**src/rtl/clk_div_prog.sv**
```systemverilog
// Runtime-programmable integer clock divider with registered divided clock and
// single-cycle rise/fall strobes; divisor changes take effect only at a period wrap.
module clk_div_prog #(
    parameter int CNT_W     = 16,
    parameter int DIV_RESET = 488
) (
    input  logic             clk,
    input  logic             resetn,
    input  logic             en,
    input  logic [CNT_W-1:0] div_val,
    input  logic             div_load,
    output logic             clk_out,
    output logic             tick_rise,
    output logic             tick_fall,
    output logic             pend,
    output logic [CNT_W-1:0] div_act
);

    localparam logic [CNT_W-1:0] DIV_MIN = CNT_W'(2);
    localparam logic [CNT_W-1:0] ONE     = CNT_W'(1);
    localparam logic [CNT_W-1:0] RST_DIV = CNT_W'(DIV_RESET);

    // Divisors of 0 or 1 are kept as loaded but run as N=2.
    function automatic logic [CNT_W-1:0] eff_div(input logic [CNT_W-1:0] d);
        return (d < DIV_MIN) ? DIV_MIN : d;
    endfunction

    // Odd divisors give the extra cycle to the low phase.
    function automatic logic [CNT_W-1:0] low_len(input logic [CNT_W-1:0] n);
        return n - (n >> 1);
    endfunction

    logic [CNT_W-1:0] cnt;
    logic [CNT_W-1:0] pend_val;
    logic [CNT_W-1:0] n_cur;
    logic [CNT_W-1:0] cnt_nxt;
    logic [CNT_W-1:0] div_act_nxt;
    logic [CNT_W-1:0] low_nxt;
    logic             wrap;

    // NOTE: every signal assigned in always_comb gets a default on each path,
    // otherwise synthesis infers a latch.
    always_comb begin
        n_cur       = eff_div(div_act);
        wrap        = en && (cnt == n_cur - ONE);
        cnt_nxt     = cnt;
        div_act_nxt = div_act;
        if (en) begin
            cnt_nxt = wrap ? '0 : cnt + ONE;
        end
        if (wrap && pend) begin
            div_act_nxt = pend_val;
        end
        low_nxt = low_len(eff_div(div_act_nxt));
    end

    // Outputs are registered from the next-state values so clk_out tracks cnt
    // with no extra cycle of latency.
    // NOTE: sequential state uses non-blocking assignments so every register
    // samples pre-edge values regardless of statement order.
    always_ff @(posedge clk) begin
        if (!resetn) begin
            cnt       <= '0;
            div_act   <= RST_DIV;
            pend_val  <= '0;
            pend      <= 1'b0;
            clk_out   <= 1'b0;
            tick_rise <= 1'b0;
            tick_fall <= 1'b0;
        end else begin
            cnt       <= cnt_nxt;
            div_act   <= div_act_nxt;
            clk_out   <= (cnt_nxt >= low_nxt);
            tick_rise <= en && (cnt_nxt == low_nxt);
            tick_fall <= wrap;
            // A load on the wrap cycle lands after the old pending value is applied.
            if (div_load) begin
                pend_val <= div_val;
                pend     <= 1'b1;
            end else if (wrap && pend) begin
                pend     <= 1'b0;
            end
        end
    end

endmodule

```
**config.mk**
```make
export PLATFORM = sky130hd
export DESIGN_NAME = clk_div_prog
export DESIGN_NICKNAME = d
export VERILOG_FILES = /design/src/rtl/clk_div_prog.sv
export SDC_FILE = /design/constraint.sdc
export NUM_CORES = 1
export LEC_CHECK = 0
export CORE_ASPECT_RATIO = 0.9
export CORE_MARGIN = 2
export CORE_UTILIZATION = 63
export CTS_CLUSTER_SIZE = 40
export DETAILED_ROUTE_END_ITERATION = 7
export PLACE_DENSITY = 0.87
export SETUP_SLACK_MARGIN = 0.02
export SYNTH_ARGS = -nofsm -noshare
export SYNTH_HDL_FRONTEND = slang
export SYNTH_SLANG_ARGS = --single-unit
```
**constraint.sdc**
```tcl
create_clock -name clk -period 21.2 [get_ports clk]
set_input_delay 5.3 -clock clk [delete_from_list [all_inputs] [get_ports clk]]
set_output_delay 5.3 -clock clk [all_outputs]
set_load 0.1 [all_outputs]
```
## After elaboration in Yosys (flattened, before gate mapping)

Index checks and enable logic that the tools add are counted.

| word-level totals | value |
|---|---|
| output and inout bits | 20 |
| bits of input ports | 20 |
| logic and storage cells | 26 |
| flip-flop bits (word level) | 52 |

| cells by class | value |
|---|---|
| $add $sub $neg | 3 |
| muxes and demuxes | 7 |
| equality and inequality tests | 2 |
| reduce and logical (&&, ||, !) cells | 4 |
| order comparisons | 3 |

Operator list:

| operator | number |
|---|---|
| $mux 16 | 5 |
| $eq 16x16->1 | 2 |
| $lt 16x2->1 const B | 2 |
| $add 16x1->16 const B | 1 |
| $ge 16x16->1 | 1 |
| $sub 16x1->16 const B | 1 |
| $sub 16x15->16 | 1 |
| $logic_and 1x1->1 | 3 |
| $mux 1 | 2 |
| $reduce_bool 2->1 | 1 |

## Longest topological paths before layout

| depth | value |
|---|---|
| depth in word-level cells | 12 |
| mapped depth | 39 |
| gate-level depth less buffers | 36 |

## Worst setup path before layout

Ideal clock, no wire load.

| timing | value |
|---|---|
| path kind | input to register |
| from | in en |
| to | reg clk_out |
| setup time | 125 ps |
| setup slack | 10565 ps |
| arrival | 10510 ps |
| cell stages on the path | 26 |
| required time | 21075 ps |
| buffers on the path | 3 |
| cell sequence | clkbuf_1 > nand4_1 > or4_1 > or4_1 > buf_4 > buf_2 > mux2_2 > inv_1 > ha_1 > nor4b_1 > nand4_1 > nor2b_1 > nor2b_1 > or3_1 > o41a_1 > o31ai_1 > a41oi_1 > a21oi_1 > or3_1 > o2111ai_1 > ha_1 > a21o_1 > a21o_1 > a21oi_1 > nor2_1 > o41a_1 |

| between the ends | value |
|---|---|
| word-level cells in the longest chain between the ends | 7 |
| elaborated cells between the ends (all ways) | 9 |
| classes of those cells | add/sub (1); order compare (2); mux (4); reduce/logical (2) |

Ends and longest elaborated chain:

| element | line | RTL |
|---|---|---|
| from (decl) | 9 | `input logic en,` |
| $logic_and 1x1->1 (*) | 45 | `wrap = en && (cnt == n_cur - ONE);` |
| $logic_and 1x1->1 (*) | 51 | `if (wrap && pend) begin` |
| $mux 16 (*) | 51 |  |
| named net div_act_nxt[14] | 37 | `logic [CNT_W-1:0] div_act_nxt;` |
| $lt 16x2->1 | 25 | `return (d < DIV_MIN) ? DIV_MIN : d;` |
| $mux 16 (*) | 25 |  |
| $sub 16x15->16 (*) | 30 | `return n - (n >> 1);` |
| $ge 16x16->1 (*) | 73 | `clk_out <= (cnt_nxt >= low_nxt);` |
| to (signal assigned) | 73 |  |
| to (decl) | 12 | `output logic clk_out,` |

The timed path passes the listed nets; every way through them passes the cells marked *.
A chain may end at the register's enable or synchronous reset.

## Worst setup path after layout

Ends and elaborated chain as after synthesis.

==> summary.md <==
| Metric | Value |
|---|---|
| Status | `finished, final reports clean` |
| Worst path arrival time | `between 10000 and 15000 ps` |
| Sw Ratio | `roughly 23%` |
| Hold Buf Count CTS | `0` |
| Mapped Nets | `around 560` |
| Min cycle time layout | `roughly 11000 ps` |
| Final HPWL DP | `around 7600 um` |
| Overall Global Routing Usage | `27.7%` |
| Initial core utilization | `approximately 64%` |
| Cell Pwr Density | `39.3 nW/um2` |
| Synthesized area per cell | `just over 8 um2` |
| Final antenna-violating net count | `0` |
| Fmax | `88.3 MHz` |
| Clock Latency Late Sink | `around 300 ps` |
| Fillcell total | `~520` |
| Clk sinks | `52` |
| Crit Path Category | `primary input to flop` |
| Cells after synthesis | `just over 500` |
| Hold crit path type | `flop to flop` |
| ANT cells | `0` |
| H-Tree Depth | `2` |
| Hold Fails Final Rpt | `0` |
| Critical path capture point type | `flop` |
| Nets | `589` |
| FFs w/ async S/R, synth | `0%` |
| Max Cap Violations | `0` |
| Setup TNS | `0 ps` |
| Yosys warning count | `0` |
| Initial antenna violation count | `0` |
| Pin count of the biggest net entering global routing | `53` |
| Worst Path Required | `21390 ps` |
| Internal Power | `0.000143 W` |
| Slew @ Worst Pin | `between 900 and 1000 ps` |
| Crit Path Max Fanout | `23` |
| Fin area | `between 4000 and 5000 um2` |
| Die Y | `81.2 um` |
| Final RePlAce weighted congestion | `around 0.9` |
| Switch Pwr | `0.0000418 W` |
| R2R Setup Slk | `12290 ps` |
| CTS Buf Count | `5` |
| Setup violations, final | `0` |
| Top FF cell, synth | `dfxtp_1` |
| Synth top cells by count | `52 x dfxtp_1, 40 x nor2_1, 37 x nand2_1, 33 x ha_1, 33 x nor2b_1` |
| CTS tree | `built` |
| First-pass GRT wire length | `about 16000 um` |
| Post-CTS sizing | `0` |
| Count leader, synth | `dfxtp_1` |
| Yosys top cell area share | `24.9%` |
| Slew Limit Fails | `0` |
| Share of layout cells above drive strength 1 | `a little over 6%` |
| Die W | `89.8 um` |
| Relative slew slack | `roughly 34%` |
| Yosys top cell by area | `dfxtp_1` |
| IO Port Bufs | `39` |
| DRC viols | `0` |
| Clock transition at path regs | `approximately 90 ps` |
| Post-Syn Area | `between 4000 and 5000 um2` |
| Routed len/inst | `15.8 um` |
| Post-Route WL | `between 9000 and 10000 um` |
| Die ar. | `~7300 um2` |
| Combinational power share | `between 8 and 9%` |
| Leak | `around 2 nW` |
| Avg Vias per Cell | `slightly above 6` |
| Register bit total from synthesis | `52` |
| Via Count | `3783` |
| Setup Buffers After CTS | `0` |
| Synth area leaders | `dfxtp_1 25%, ha_1 9.9%, mux2i_1 7.7%` |
| Flop pwr share | `a little under three fifths` |
| Core area | `roughly 6500 um2` |
| Sequential area share after synthesis | `24.9%` |
| Vias in the first global route | `approximately 3600` |
| Num rows | `28` |
| Ports | `40` |
| RSZ-0062 raised after global routing | `false` |
| CTS root buffer | `clkbuf_8` |
| Yosys cell types | `69` |
| Startpoint types | `primary input` |
| Area grow syn2layout | `12.8%` |
| Area after DPL | `roughly 4600 um2` |
| Power share of the clock group | `36.5%` |
| Tcrit/Tclk final | `between 50% and 60%` |
| Peak supply drop | `between 0.00004 and 0.00005 V` |
| DRT Pass-1 Iters | `5` |
| EDFF count, synth | `0` |
| Worst Clk Skew | `approximately 6.3 ps` |
| Grt total ovfl | `0` |
| 1st-iter DRT viols | `189` |
| CTS max path bufs | `2` |
==> critical path: stages <==
cell,delay [ps]
clkdlybuf4s50_1,650
nand4_1,120
or4_1,660
or4_1,450
buf_4,260
mux2_2,340
inv_1,60
ha_1,160
nor4b_1,290
nand4_1,180
nor2b_1,190
nor2b_1,150
or3_1,310
o41a_1,310
o31ai_1,110
a41oi_1,250
a21oi_1,290
or3_1,150
o2111ai_1,130
ha_1,310
a21o_1,180
a21o_1,170
a21oi_1,130
nor2_1,50
o41a_1,300
==> final cells by class <==
type / instances / area, um2 / area share [%]
multi-input combinational: 408 / 2930 / 62.3
sequential: 52 / 1040 / 22.1
timing repair buffer: 42 / 413 / 8.77
tap: 90 / 113 / 2.39
inverter: 27 / 101 / 2.15
clock buffer: 6 / 72.6 / 1.54
clock inverter: 2 / 35.0 / 0.744
==> routing by layer <==
layer	share of wire, %	global-route usage, %
met1	46	34.9
met2	48	50.9
met3	5.5	3.80
met4	1.2	6.62
met5	0	0
==> state kept, by name (all words and copies together) (netlist names) <==
name,flops
pend,1
clk_out,1
cnt,16
pend_val,16
div_act,16
tick_fall,1
tick_rise,1
==> placed cells by master (no fill, tap or decap), drive strengths merged, types with 4 or more instances in the layout <==
cell type and count:
dfxtp 52, nor2 40, clkdlybuf4s50 39, nand2 37, nor2b 33, ha 33
mux2i 33, inv 27, xnor2 22, xor2 21, and2 21, a21oi 20
nor3 14, nand3 13, nand4 12, nor4 12, o21ai 11, nand2b 10
or3 8, and3 6, clkbuf 6, or2 5, or4 4
==> power groups by stage <==
| stage | Clock (W) | Sequential [W] | Combinational (W) |
|---|---|---|---|
| after global routing | 0.0000720 | 0.000103 | 0.0000167 |
| after CTS | 0.0000685 | 0.000102 | 0.0000153 |
| after detailed placement | 0 | 0.000105 | 0.0000152 |
| after floorplan | 0 | 0.000105 | 0.00000889 |
| final | 0.0000675 | 0.000102 | 0.0000151 |
| after global placement | 0 | 0.000104 | 0.0000146 |
==> cell families (layout without fill, tap and decap cells) <==
group | after synthesis | count (layout) | share of synthesized area (%)
AOI/OAI and AO/OA | 71 | 71 | 12.5
xor gates and xnor gates | 43 | 43 | 9.02
adders and majority gates | 34 | 34 | 10.2
buffers and inverters | 49 | 77 | 4.80
DFF | 52 | 52 | 24.9
muxes | 35 | 35 | 8.84
and+or+nand+nor | 225 | 225 | 29.8
==> metrics by stage <==
| step | worst slack, ps | hold WS, ps | instances | total power (W) | util [%] |
|---|---|---|---|---|---|
| after floorplan | 10560 | 478 | 509 | 0.000113 | - |
| after global placement | 9880 | 504 | 619 | 0.000119 | 71.0 |
| after detailed placement | 9700 | 524 | 619 | 0.000120 | 71.0 |
| after CTS | 9900 | 538 | 627 | 0.000186 | 72.6 |
| after global routing | 9420 | 574 | 627 | 0.000191 | 72.6 |
| final | 9880 | 535 | 627 | 0.000185 | 72.6 |
==> final timing paths <==
check / startpoint / to / cells after the start
worst max register to register: div_act[2] / clk_out / 32
worst max-delay path: en / clk_out / 25
worst min register to register: pend_val[14] / pend_val[14] / 2
worst min-delay path: pend_val[14] / pend_val[14] / 2
No activity file was read; power rests on OpenSTA's default activity.
